[config.mk]
export PLATFORM = sky130hd
export DESIGN_NAME = alu_packet_parser
export DESIGN_NICKNAME = d
export VERILOG_FILES = /design/src/rtl/alu_packet_parser.sv
export SDC_FILE = /design/constraint.sdc
export NUM_CORES = 1
export LEC_CHECK = 0
export BUFFER_PORTS_ARGS = -buffer_cell sky130_fd_sc_hd__buf_4
export CAP_MARGIN = 10
export CORE_UTILIZATION = 55
export DETAILED_ROUTE_END_ITERATION = 8
export PLACE_DENSITY_LB_ADDON = 0.08
export SLEW_MARGIN = 40
export SYNTH_ARGS = -nofsm -noshare
export SYNTH_HDL_FRONTEND = slang
export SYNTH_SLANG_ARGS = --single-unit
export TNS_END_PERCENT = 20
[constraint.sdc]
create_clock -name clk_i -period 7.87 [get_ports clk_i]
set_clock_uncertainty 0.2 [all_clocks]
set_input_delay 2.361 -clock clk_i [delete_from_list [all_inputs] [get_ports clk_i]]
set_output_delay 2.361 -clock clk_i [all_outputs]
set_load 0.1 [all_outputs]
[src/rtl/alu_packet_parser.sv]
// Header/payload parser in front of the UART ALU: splits the RX byte stream into operand words or echo bytes.
// Optional mid-packet idle timeout is compiled in with `define PARSER_TIMEOUT_EN.
module alu_packet_parser #(
  parameter int unsigned           DATA_WIDTH     = 8,
  parameter int unsigned           WORD_BYTES     = 4,
  parameter logic [DATA_WIDTH-1:0] ECHO_OPCODE    = 8'hEC,
  parameter int unsigned           TIMEOUT_CYCLES = 100000
) (
  input  logic                           clk_i,
  input  logic                           reset_i,
  input  logic [DATA_WIDTH-1:0]          s_axis_tdata,
  input  logic                           s_axis_tvalid,
  output logic                           s_axis_tready,
  output logic [DATA_WIDTH-1:0]          m_op_o,
  output logic [WORD_BYTES*DATA_WIDTH-1:0] m_word_o,
  output logic                           m_valid_o,
  input  logic                           m_ready_i,
  output logic                           m_first_o,
  output logic                           m_last_o,
  output logic [DATA_WIDTH-1:0]          echo_tdata_o,
  output logic                           echo_tvalid_o,
  input  logic                           echo_tready_i,
  output logic                           err_o
);

  localparam int unsigned IDX_W = (WORD_BYTES > 1) ? $clog2(WORD_BYTES) : 1;
  localparam logic [15:0] WB16  = 16'(WORD_BYTES);
  localparam logic [15:0] HDR16 = 16'd4;

  typedef enum logic [2:0] {
    S_OPCODE,
    S_RESERVED,
    S_LEN_LSB,
    S_LEN_MSB,
    S_ECHO,
    S_COLLECT,
    S_OUT,
    S_DRAIN
  } state_t;

  state_t                  state, state_n;
  logic [DATA_WIDTH-1:0]   len_lsb;
  logic [15:0]             rem;
  logic [IDX_W-1:0]        byte_idx;
  logic                    err_n;
  logic                    s_xfer;
  logic                    timeout;

  logic [15:0] hdr_len;
  logic [15:0] payload;
  logic        op_echo;
  logic        op_alu;
  logic        alu_len_ok;

  assign hdr_len    = 16'({s_axis_tdata, len_lsb});
  assign payload    = hdr_len - HDR16;
  assign op_echo    = (m_op_o == ECHO_OPCODE);
  assign op_alu     = (m_op_o == DATA_WIDTH'(1)) || (m_op_o == DATA_WIDTH'(2)) ||
                      (m_op_o == DATA_WIDTH'(3));
  assign alu_len_ok = ((payload % WB16) == 16'd0) && (payload >= (WB16 << 1));
  assign s_xfer     = s_axis_tvalid && s_axis_tready;
  assign echo_tdata_o = s_axis_tdata;

  always_ff @(posedge clk_i) begin
    if (reset_i) begin
      state <= S_OPCODE;
    end else begin
      state <= state_n;
    end
  end

  always_comb begin
    state_n       = state;
    err_n         = 1'b0;
    s_axis_tready = 1'b0;
    echo_tvalid_o = 1'b0;
    m_valid_o     = 1'b0;
    case (state)
      S_OPCODE: begin
        s_axis_tready = 1'b1;
        if (s_axis_tvalid) state_n = S_RESERVED;
      end
      S_RESERVED: begin
        s_axis_tready = 1'b1;
        if (s_axis_tvalid) state_n = S_LEN_LSB;
      end
      S_LEN_LSB: begin
        s_axis_tready = 1'b1;
        if (s_axis_tvalid) state_n = S_LEN_MSB;
      end
      S_LEN_MSB: begin
        s_axis_tready = 1'b1;
        if (s_axis_tvalid) begin
          if (hdr_len < HDR16) begin
            err_n   = 1'b1;
            state_n = S_OPCODE;
          end else if (op_echo) begin
            state_n = (payload == 16'd0) ? S_OPCODE : S_ECHO;
          end else if (op_alu && alu_len_ok) begin
            state_n = S_COLLECT;
          end else begin
            err_n   = 1'b1;
            state_n = (payload == 16'd0) ? S_OPCODE : S_DRAIN;
          end
        end
      end
      S_ECHO: begin
        s_axis_tready = echo_tready_i;
        echo_tvalid_o = s_axis_tvalid;
        if (s_axis_tvalid && echo_tready_i && rem <= 16'd1) state_n = S_OPCODE;
      end
      S_COLLECT: begin
        s_axis_tready = 1'b1;
        if (s_axis_tvalid && byte_idx == IDX_W'(WORD_BYTES - 1)) state_n = S_OUT;
      end
      S_OUT: begin
        m_valid_o = 1'b1;
        if (m_ready_i) state_n = m_last_o ? S_OPCODE : S_COLLECT;
      end
      S_DRAIN: begin
        s_axis_tready = 1'b1;
        if (s_axis_tvalid && rem <= 16'd1) state_n = S_OPCODE;
      end
      default: state_n = S_OPCODE;
    endcase
    if (timeout) begin
      state_n = S_OPCODE;
      err_n   = 1'b1;
    end
  end

  always_ff @(posedge clk_i) begin
    if (reset_i) begin
      m_op_o    <= '0;
      m_word_o  <= '0;
      len_lsb   <= '0;
      rem       <= '0;
      byte_idx  <= '0;
      m_first_o <= 1'b0;
      m_last_o  <= 1'b0;
      err_o     <= 1'b0;
    end else begin
      err_o <= err_n;
      if (s_xfer) begin
        case (state)
          S_OPCODE:  m_op_o  <= s_axis_tdata;
          S_LEN_LSB: len_lsb <= s_axis_tdata;
          S_LEN_MSB: begin
            rem       <= payload;
            byte_idx  <= '0;
            m_first_o <= 1'b1;
            m_last_o  <= 1'b0;
          end
          S_ECHO, S_DRAIN: begin
            if (rem != 16'd0) rem <= rem - 16'd1;
          end
          S_COLLECT: begin
            for (int unsigned b = 0; b < WORD_BYTES; b++) begin
              if (byte_idx == IDX_W'(b)) m_word_o[b*DATA_WIDTH +: DATA_WIDTH] <= s_axis_tdata;
            end
            if (rem != 16'd0) rem <= rem - 16'd1;
            if (byte_idx == IDX_W'(WORD_BYTES - 1)) begin
              byte_idx <= '0;
              m_last_o <= (rem == 16'd1);
            end else begin
              byte_idx <= byte_idx + IDX_W'(1);
            end
          end
          default: ;
        endcase
      end
      if (state == S_OUT && m_ready_i) m_first_o <= 1'b0;
    end
  end

`ifdef PARSER_TIMEOUT_EN
  localparam int unsigned IDLE_W = $clog2(TIMEOUT_CYCLES + 1);

  logic [IDLE_W-1:0] idle_cnt;
  logic              idle_run;
  logic              idle_clr;

  // The counter is frozen (neither runs nor clears) while a downstream port is holding us off.
  always_comb begin
    idle_run = 1'b0;
    idle_clr = 1'b0;
    if (state inside {S_RESERVED, S_LEN_LSB, S_LEN_MSB, S_COLLECT, S_DRAIN} ||
        (state == S_ECHO && echo_tready_i)) begin
      idle_run = !s_axis_tvalid;
      idle_clr = s_axis_tvalid;
    end
  end

  assign timeout = idle_run && (idle_cnt == IDLE_W'(TIMEOUT_CYCLES - 1));

  always_ff @(posedge clk_i) begin
    if (reset_i || state == S_OPCODE || idle_clr || timeout) begin
      idle_cnt <= '0;
    end else if (idle_run) begin
      idle_cnt <= idle_cnt + IDLE_W'(1);
    end
  end
`else
  logic unused_timeout_cfg;
  assign unused_timeout_cfg = ^TIMEOUT_CYCLES;
  assign timeout = 1'b0;
`endif

endmodule
; ---- Yosys cells after proc, flatten, opt, wreduce, memory -nomap -nowiden
; Cells that the tools add are included.
[word_totals]
in_bits = 13
word_cells = 104
output_inout_bits = 54
ff_bits = 72
[op_classes]
n_addsub = 3
bitwise_logic = 2
muxes = 27
n_reduce_logical = 32
n_lt_le_gt_ge = 3
n_eq_ne = 25
[ops]
columns = cell, count
row1 = two-way mux 3 bit, 14
row2 = zero test 16 bit, 2
row3 = one-hot mux 16 bit (2 select lines), 1
row4 = one-hot mux 3 bit (8 select lines), 1
row5 = "!= test 2 bit, second input constant", 9
row6 = AND reduction 3 bit, 6
row7 = "== test 16 x 1 -> 1 bit, second input constant", 1
row8 = "== test 8 x 2 -> 1 bit, second input constant", 2
row9 = "greater-or-equal comparator 16 x 4 -> 1 bit, second input constant", 1
row10 = "<= comparator 16 x 1 -> 1 bit, second input constant", 1
row11 = "less-than comparator 16 x 3 -> 1 bit, second input constant", 1
row12 = two-way mux 16 bit, 1
row13 = nonzero test 16 bit, 1
row14 = "subtractor 16 x 1 -> 16 bit, second input constant", 1
row15 = "subtractor 16 x 3 -> 16 bit, second input constant", 1
row16 = "== test 3 bit, second input constant", 4
row17 = "== test 8 x 1 -> 1 bit, second input constant", 1
row18 = "== test 8 bit, second input constant", 1
row19 = logical AND 1 bit, 8
row20 = AND reduction 2 bit, 4
row21 = AND reduction 8 bit, 1
row22 = "== test 3 x 2 -> 1 bit, second input constant", 2
row23 = two-way mux 1 bit, 6
row24 = OR reduction 3 bit, 2
row25 = other kinds (15), 20

; ---- Logic depth before layout (Yosys ltp)
; Gate-level depths: netlist of run 1.
[depth]
ltp_word = 9
ltp_mapped = 8
mapped_depth_nobuf = 8

; ---- Worst setup path before layout of run 1
; OpenSTA, ideal clock, no wires.
[synth_path]
kind = input -> output
start = in s_axis_tvalid
end = out echo_tvalid_o
cell_stages = 2
path_slack_ns = 0.833
t_arrival_ns = 4.476
required_time_ns = 5.309
n_path_buf = 0
path_cell_list = nand2b_1 nor3_1
[synth_between]
elab_chain_cells = 1
[synth_lines]
columns = item, line
row1 = start: declaration, 12  ; input logic s_axis_tvalid,
row2 = two-way mux 1 bit, 78  ; case (state)
row3 = end: declaration, 21  ; output logic echo_tvalid_o,
; No other way between the ends.

; ---- Worst setup path in the final report of run 1
; Ends and elaborated chain as after synthesis.

==> results.sh, run 1 <==
export IMPL_tightest_slew_ps=818
export IMPL_clockPowerShare_pct=37.2
export IMPL_outcome="finished, final reports clean"
export IMPL_max_freq_ghz=0.175
export IMPL_htreeDepth=3
export IMPL_netlist_instances=508
export IMPL_cts_setup_buffers=0
export IMPL_crit_chain="buf_4 -> nand2b_1 -> nor3_1 -> buf_4"
export IMPL_cts_made_buffers=9
export IMPL_startpoint_type="input port"
export IMPL_die_y_um=85.0
export IMPL_drive_above_1_share_pct=17.2
export IMPL_grt_max_degree=72
export IMPL_core_area_um2=6490
export IMPL_path_common_cell="buf_4"
export IMPL_leakage_nw=1.62
export IMPL_ys_async_sr_fraction_pct=0
export IMPL_most_common_layout_cells="nand2_1, dfxtp_1, a21oi_1"
export IMPL_report_final_slew_viol_count=0
export IMPL_rows=29
export IMPL_grt_use_total_pct=28.2
export IMPL_layout_nets=562
export IMPL_antenna_found_initial=0
export IMPL_ant_nets=0
export IMPL_internal_power_mw=0.548
export IMPL_die_w_um=85.0
export IMPL_rsz0062_at_grt="false"
export IMPL_powerDensity_nw_per_um2=182
export IMPL_synth_top_area_share_pct=38.0
export IMPL_syn_area_um2=3790
export IMPL_fin_tns_setup_ps=0
export IMPL_post_dp_hpwl_mm=6.89
export IMPL_p_comb_share_pct=15.1
export IMPL_clk_pin_slew_worst_paths_ps=70
export IMPL_worst_path_max_fanout=13
export IMPL_cp_end_kind="primary output"
export IMPL_critical_path_top_delay_family="buffers and inverters"
export IMPL_n_antenna_cell=0
export IMPL_finalCriticalPeriod_ps=5710
export IMPL_crit_buf_inv=2
export IMPL_via_per_inst=6.09
export IMPL_grt_pass1_vias=3291
export IMPL_crit_arrival_ps=3150
export IMPL_synth_area_leaders="dfxtp_1, a21oi_1, nand2_1"
export IMPL_routed_wl_mm=10.0
export IMPL_critPathSlowestCell="buf_4"
export IMPL_hold_path_class="reg -> reg"
export IMPL_hold_viol_final=0
export IMPL_postCtsHoldBufs=0
export IMPL_post_route_period_util_pct=72.5
export IMPL_start_util_pct=58.4
export IMPL_switching_share_pct=31.1
export IMPL_cts_resized=0
export IMPL_drcViolationCount=0
export IMPL_syn_nets=530
export IMPL_slowest_delay_ps=320
export IMPL_synth_top_flop_cell="dfxtp_1"
export IMPL_die_area_um2=7230
export IMPL_critical_path_required_ps=5310
export IMPL_cts_tree="built"
export IMPL_synth_largest_area_cell="dfxtp_1"
export IMPL_vias=3789
export IMPL_slew_limit_headroom_pct=45.4
export IMPL_ir_worst_vdd_mv=0.176
export IMPL_cts_sinks=72
export IMPL_grt_pass1_wl_mm=16.2
export IMPL_synth_edf_count=0
export IMPL_first_iter_violations=277
export IMPL_ctsLongestPathBuffers=2
export IMPL_cts_root_buf="clkbuf_8"
export IMPL_cap_violations=0
export IMPL_syn_avg_cell_area_um2=7.46
export IMPL_grt_overflow=0
export IMPL_design_area_um2=4380
export IMPL_gp_congestion=0.909
export IMPL_finalSetupViolCount=0
export IMPL_final_util_pct=67.4
export IMPL_port_buffers=66
export IMPL_synthToLayoutAreaGrowth_pct=15.5
export IMPL_wl_per_cell_um=16.2
export IMPL_power_switching_mw=0.247
export IMPL_pwr_share_seq_pct=47.7
export IMPL_ys_seq_area_share_pct=38.0
export IMPL_ys_warn_count=0
export IMPL_layout_commonest_cell="nand2_1"
export IMPL_synth_seq_cells=72
export IMPL_drt_pass1_iter_count=7
export IMPL_ys_types=56
export IMPL_io_pins=67
export IMPL_postPlaceCellArea_um2=4180
export IMPL_clk_latency_ps=360
export IMPL_path_class="in -> out"
cells by family after synthesis:
group / Yosys count / synth area share [%]
AND/OR/NAND/NOR: 229 / 29.6
AO/OA/AOI/OAI: 135 / 20.7
flip-flops: 72 / 38.0
buffers and inverters: 54 / 6.60
XOR/XNOR: 9 / 2.08
adder cells (fa/ha/maj): 9 / 2.97
worst paths after layout:
path | from | endpoint | slack, ps | cells past startpoint
max | s_axis_tvalid | echo_tvalid_o | 2160 | 4
min | m_word_o[10] | m_word_o[10] | 250 | 2
max reg2reg | state[0] | rem[4] | 4980 | 6
min reg2reg | m_word_o[10] | m_word_o[10] | 250 | 2
state kept, by name (all words and copies together), names as in the netlist:
signal	cells
state	3
m_op_o	8
m_word_o	32
m_first_o	1
rem	16
m_last_o	1
byte_idx	2
len_lsb	8
err_o	1
cells in the mapped netlist, drive strengths merged (3+ instances only):
cell type and n:
ha 9, nand4 5, nand2b 5, xnor2 6, a21oi 72, nand3 38, a22oi 5, nand2 92
nor4 7, o21ai 30, nor2 32, clkbuf 33, buf 13, a211oi 4, nor3b 5, or3 7
xor2 3, or4 5, inv 8, dfxtp 72, o211ai 5, nor3 16, and3b 4, nor2b 3
nand3b 3
worst min-delay path, stage by stage (launching register included):
cell     delay (ps)
dfxtp_1         310
nand2_1          50
a21oi_1          50
final cells by class:
type / count / area [um^2]
fill: 579 / 2120
multi-input combinational: 382 / 2110
sequential: 72 / 1440
timing repair buffer: 67 / 503
clock buffer: 9 / 124
tap: 77 / 96.3
clock inverter: 7 / 72.6
inverter: 8 / 30.0
power groups by stage:
stage	Combinational, mW	Clock (mW)	Sequential (mW)
finish	0.120	0.296	0.379
global route	0.128	0.316	0.380
CTS	0.119	0.296	0.379
detailed placement	0.119	0	0.388
global placement	0.117	0	0.387
floorplan	0.0742	0	0.406
metal layers:
metal  global-route usage [%]  wire length [um]  up-vias
met1                     42.0              4700     1755
met5                        0                 0        -
met2                     40.1              4490      170
met4                     10.5               156        0
li1                         -                 -     1847
met3                     5.74               698       17
metrics by stage:
step                hold slack [ps]  worst slack, ps  power [mW]  std cells
floorplan                       254              833       0.481        508
CTS                             258             2160       0.794        622
global placement                243             2220       0.504        606
global route                    278             2090       0.824        622
finish                          255             2160       0.795        622
detailed placement              248             2160       0.506        606
Note: power is estimated with default switching activity, not from simulation.
==> run 2, diff against run 1 <==
- clock period: 7.87 -> 5.25 ns (I/O delays scaled with it)
==> results.sh, run 2 (synthesized netlist as in run 1, its figures left out) <==
export IMPL_outcome="finished, final reports clean"
export IMPL_hold_path_class="reg -> reg"
export IMPL_vias=3872
export IMPL_whs_ps=259
export IMPL_worst_r2r_startpoint="state[0]"
export IMPL_start_util_pct=58.4
export IMPL_cts_made_buffers=9
export IMPL_max_freq_ghz=0.245
export IMPL_cts_setup_buffers=0
export IMPL_die_y_um=85.0
export IMPL_finalCriticalPeriod_ps=4090
export IMPL_power_switching_mw=0.364
export IMPL_most_common_layout_cells="nand2_1, dfxtp_1, a21oi_1"
export IMPL_total_power_mw=1.14
export IMPL_via_per_inst=6.22
export IMPL_cap_violations=0
export IMPL_final_util_pct=67.1
export IMPL_port_buffers=66
export IMPL_clockPowerShare_pct=34.4
export IMPL_p_comb_share_pct=15.7
export IMPL_clk_pin_slew_worst_paths_ps=80
export IMPL_switching_share_pct=32.0
export IMPL_pre_cts_ws_ps=1170
export IMPL_internal_power_mw=0.775
export IMPL_clk_latency_ps=350
export IMPL_layout_commonest_cell="nand2_1"
export IMPL_reg_top3="m_word_o (32), rem (16)"
export IMPL_routed_wl_mm=10.2
export IMPL_report_final_slew_viol_count=0
export IMPL_first_iter_violations=310
export IMPL_crit_arrival_ps=2310
export IMPL_hold_viol_final=0
export IMPL_grt_pass1_wl_mm=16.5
export IMPL_die_w_um=85.0
export IMPL_rows=29
export IMPL_wl_per_cell_um=16.4
export IMPL_regMostFlops="m_word_o"
export IMPL_ctsLongestPathBuffers=2
export IMPL_gp_congestion=0.860
export IMPL_pwr_share_seq_pct=49.9
export IMPL_cts_resized=0
export IMPL_ant_nets=0
export IMPL_ir_worst_vdd_mv=0.200
export IMPL_grt_overflow=0
export IMPL_path_class="in -> out"
export IMPL_grt_max_degree=72
export IMPL_cts_tree="built"
export IMPL_postCtsHoldBufs=0
export IMPL_startpoint="s_axis_tvalid"
export IMPL_layout_nets=563
export IMPL_cts_root_buf="clkbuf_8"
export IMPL_slew_limit_headroom_pct=49.9
export IMPL_cts_sinks=72
export IMPL_io_pins=67
export IMPL_htreeDepth=3
export IMPL_core_area_um2=6490
export IMPL_cp_end_kind="primary output"
export IMPL_critical_path_required_ps=3480
export IMPL_grt_pass1_vias=3356
export IMPL_fin_tns_setup_ps=0
export IMPL_min_delay_start="m_word_o[2]"
export IMPL_startpoint_type="input port"
export IMPL_drcViolationCount=0
export IMPL_layout_setup_ws_ps=1160
export IMPL_tightest_slew_ps=752
export IMPL_synthToLayoutAreaGrowth_pct=15.1
export IMPL_post_dp_hpwl_mm=7.09
export IMPL_largest_reg_flops=32
export IMPL_fillers=597
export IMPL_antenna_found_initial=0
export IMPL_finalSetupViolCount=0
export IMPL_n_antenna_cell=0
export IMPL_rsz0062_at_grt="false"
export IMPL_leakage_nw=1.61
export IMPL_post_route_period_util_pct=77.9
export IMPL_drive_above_1_share_pct=17.2
export IMPL_grt_use_total_pct=29.0
export IMPL_drt_pass1_iter_count=5
export IMPL_die_area_um2=7230
export IMPL_worst_path_max_fanout=13
export IMPL_powerDensity_nw_per_um2=261
-- run 2: final timing paths --
| kind | endpoint | slack [ps] | cells after the start |
|---|---|---|---|
| worst max-delay path | echo_tvalid_o | 1160 | 4 |
| worst min-delay path | m_word_o[2] | 260 | 2 |
| worst max register to register | rem[0] | 2410 | 5 |
| worst min register to register | m_word_o[2] | 260 | 2 |
-- run 2: power groups by stage --
stage	Clock, mW	Sequential, mW	Combinational, mW
6_report	0.392	0.569	0.179
2_1_floorplan	0	0.609	0.112
4_1_cts	0.397	0.569	0.178
3_3_place_gp	0	0.581	0.175
5_1_grt	0.422	0.571	0.189
3_5_place_dp	0	0.581	0.177
-- run 2: per-stage QoR --
stage / instance area [um^2] / cells
3_5_place_dp: 4190 / 607
5_1_grt: 4360 / 623
2_1_floorplan: 3790 / 508
6_report: 4360 / 623
4_1_cts: 4360 / 623
3_3_place_gp: 4180 / 606
-- run 2: cell type report --
cell class / count / area (um^2) / share of cell area, %
Clock buffer: 10 / 128 / 2.93
Clock inverter: 6 / 43.8 / 1.00
Inverter: 8 / 30.0 / 0.689
Multi-Input combinational cell: 382 / 2110 / 48.4
Sequential cell: 72 / 1440 / 33.1
Tap cell: 77 / 96.3 / 2.21
Timing Repair Buffer: 68 / 510 / 11.7
-- run 2: worst max-delay path, stage by stage --
cell and delay (ps):
buf_4 160, nand2b_1 150, nor3_2 120, buf_4 310
-- run 2: routing by layer --
layer	wire length [um]	up-vias	GRT usage, %
li1	-	1849	-
met1	4530	1829	40.6
met2	4730	174	44.8
met3	789	20	4.77
met4	152	0	11.2
met5	0	-	0
==> run 3, diff against run 2 <==
- clock period: 5.25 -> 4.1 ns (I/O delays scaled with it)
==> results.sh, run 3 (synthesized netlist as in run 1, its figures left out) <==
export IMPL_ir_worst_vdd_mv=0.266
export IMPL_fillers=553
export IMPL_crit_arrival_ps=1960
export IMPL_multiInputGateArea_um2=2110
export IMPL_regArea_um2=1440
export IMPL_antenna_found_initial=0
export IMPL_report_final_slew_viol_count=0
export IMPL_path_class="in -> out"
export IMPL_grt_pass1_vias=3300
export IMPL_cts_root_buf="clkbuf_8"
export IMPL_grt_use_total_pct=28.6
export IMPL_wl_per_cell_um=16.2
export IMPL_outcome="finished, final reports clean"
export IMPL_fin_tns_setup_ps=0
export IMPL_first_iter_violations=357
export IMPL_drive_above_1_share_pct=17.5
export IMPL_cts_sinks=72
export IMPL_post_dp_hpwl_mm=7.07
export IMPL_hold_viol_final=0
export IMPL_most_common_layout_cells="nand2_1, dfxtp_1, a21oi_1"
export IMPL_rsz0062_at_grt="false"
export IMPL_grt_overflow=0
export IMPL_finalSetupViolCount=0
export IMPL_regMostFlops="m_word_o"
export IMPL_critical_path_required_ps=2670
export IMPL_path_common_cell="buf_4"
export IMPL_io_pins=67
export IMPL_cap_violations=0
export IMPL_largest_reg_flops=32
export IMPL_worst_path_max_fanout=13
export IMPL_postCtsHoldBufs=0
export IMPL_ctsLongestPathBuffers=2
export IMPL_synthToLayoutAreaGrowth_pct=16.7
export IMPL_cts_tree="built"
export IMPL_die_area_um2=7230
export IMPL_cts_resized=0
export IMPL_grt_max_degree=72
export IMPL_routed_wl_mm=10.1
export IMPL_startpoint_type="input port"
export IMPL_slew_limit_headroom_pct=47.9
export IMPL_reg_top3="m_word_o (32), rem (16)"
export IMPL_finalCriticalPeriod_ps=3390
export IMPL_via_per_inst=6.04
export IMPL_cp_end_kind="primary output"
export IMPL_ant_nets=0
export IMPL_hold_path_class="reg -> reg"
export IMPL_clk_latency_ps=350
export IMPL_slowest_delay_ps=310
export IMPL_rows=29
export IMPL_core_area_um2=6490
export IMPL_post_route_period_util_pct=82.6
export IMPL_cts_made_buffers=9
export IMPL_cts_setup_buffers=0
export IMPL_grt_pass1_wl_mm=16.2
export IMPL_n_antenna_cell=0
export IMPL_instances_no_fill=625
export IMPL_die_w_um=85.0
export IMPL_tightest_slew_ps=782
export IMPL_powerDensity_nw_per_um2=362
export IMPL_clk_pin_slew_worst_paths_ps=80
export IMPL_htreeDepth=3
export IMPL_gp_congestion=0.877
export IMPL_layout_commonest_cell="nand2_1"
export IMPL_drt_pass1_iter_count=5
export IMPL_crit_chain="buf_4 -> nand2b_1 -> nor3_2 -> buf_4"
export IMPL_critPathSlowestCell="buf_4"
export IMPL_port_buffers=66
export IMPL_layout_nets=565
export IMPL_drcViolationCount=0
export IMPL_vias=3778
export IMPL_die_y_um=85.0
export IMPL_start_util_pct=58.4
export IMPL_dpl_cell_count=609
export IMPL_leakage_nw=1.65
export IMPL_max_freq_ghz=0.295
==> run 3: changes by cell type in the layout (fill, tap and decap cells not counted), sizes merged <==
cell,change
buf,+2
bufinv,+2
clkbuf,-1
clkinv,-2
inv,+2
clkinvlp,-1
==> run 3: worst paths after layout <==
| check | endpoint | slack [ps] | start | cells past startpoint |
|---|---|---|---|---|
| setup reg to reg | rem[0] | 1240 | state[0] | 5 |
| hold / removal | m_word_o[22] | 260 | m_word_o[22] | 2 |
| hold reg to reg | m_word_o[22] | 260 | m_word_o[22] | 2 |
| setup / recovery | echo_tvalid_o | 710 | s_axis_tvalid | 4 |
==> run 3: cell type report <==
cell class | count | share of cell area (%)
clock buffers | 9 | 2.80
clock inverters | 7 | 2.32
inverters | 8 | 0.679
multi-input cells | 382 | 47.6
flip-flops and latches | 72 | 32.6
well taps | 77 | 2.18
repair buffers | 70 | 11.8
==> run 3: per-layer routing <==
metal  global-route usage [%]  wire, um  up-vias
li1                         -         -     1850
met1                     40.0      4560     1761
met2                     44.4      4680      146
met3                     3.89       663       21
met4                     11.9       196        0
met5                        0         0        -
==> run 3: stage by stage <==
step | power [mW] | hold WS (ps) | utilization, % | area [um^2] | worst slack (ps)
after detailed placement | 0.972 | 249 | 64.6 | 4200 | 721
after global placement | 0.970 | 243 | 64.5 | 4190 | 741
final | 1.60 | 256 | 68.1 | 4420 | 713
after floorplan | 0.923 | 254 | - | 3790 | 181
after CTS | 1.61 | 260 | 68.1 | 4420 | 716
after global routing | 1.66 | 279 | 68.1 | 4420 | 675
==> run 3: worst max-delay path: cells and delay by family <==
kind,cells,cell delay [ps]
buf+inv,2,470
simple gates,2,260
==> run 3: report_power, final <==
part / switching [mW] / total [mW] / leakage (nW) / internal (mW)
registers: 0.0188 / 0.729 / 0.582 / 0.710
clock network: 0.294 / 0.645 / 0.116 / 0.351
logic: 0.168 / 0.230 / 0.951 / 0.0625
total: 0.480 / 1.60 / 1.65 / 1.12
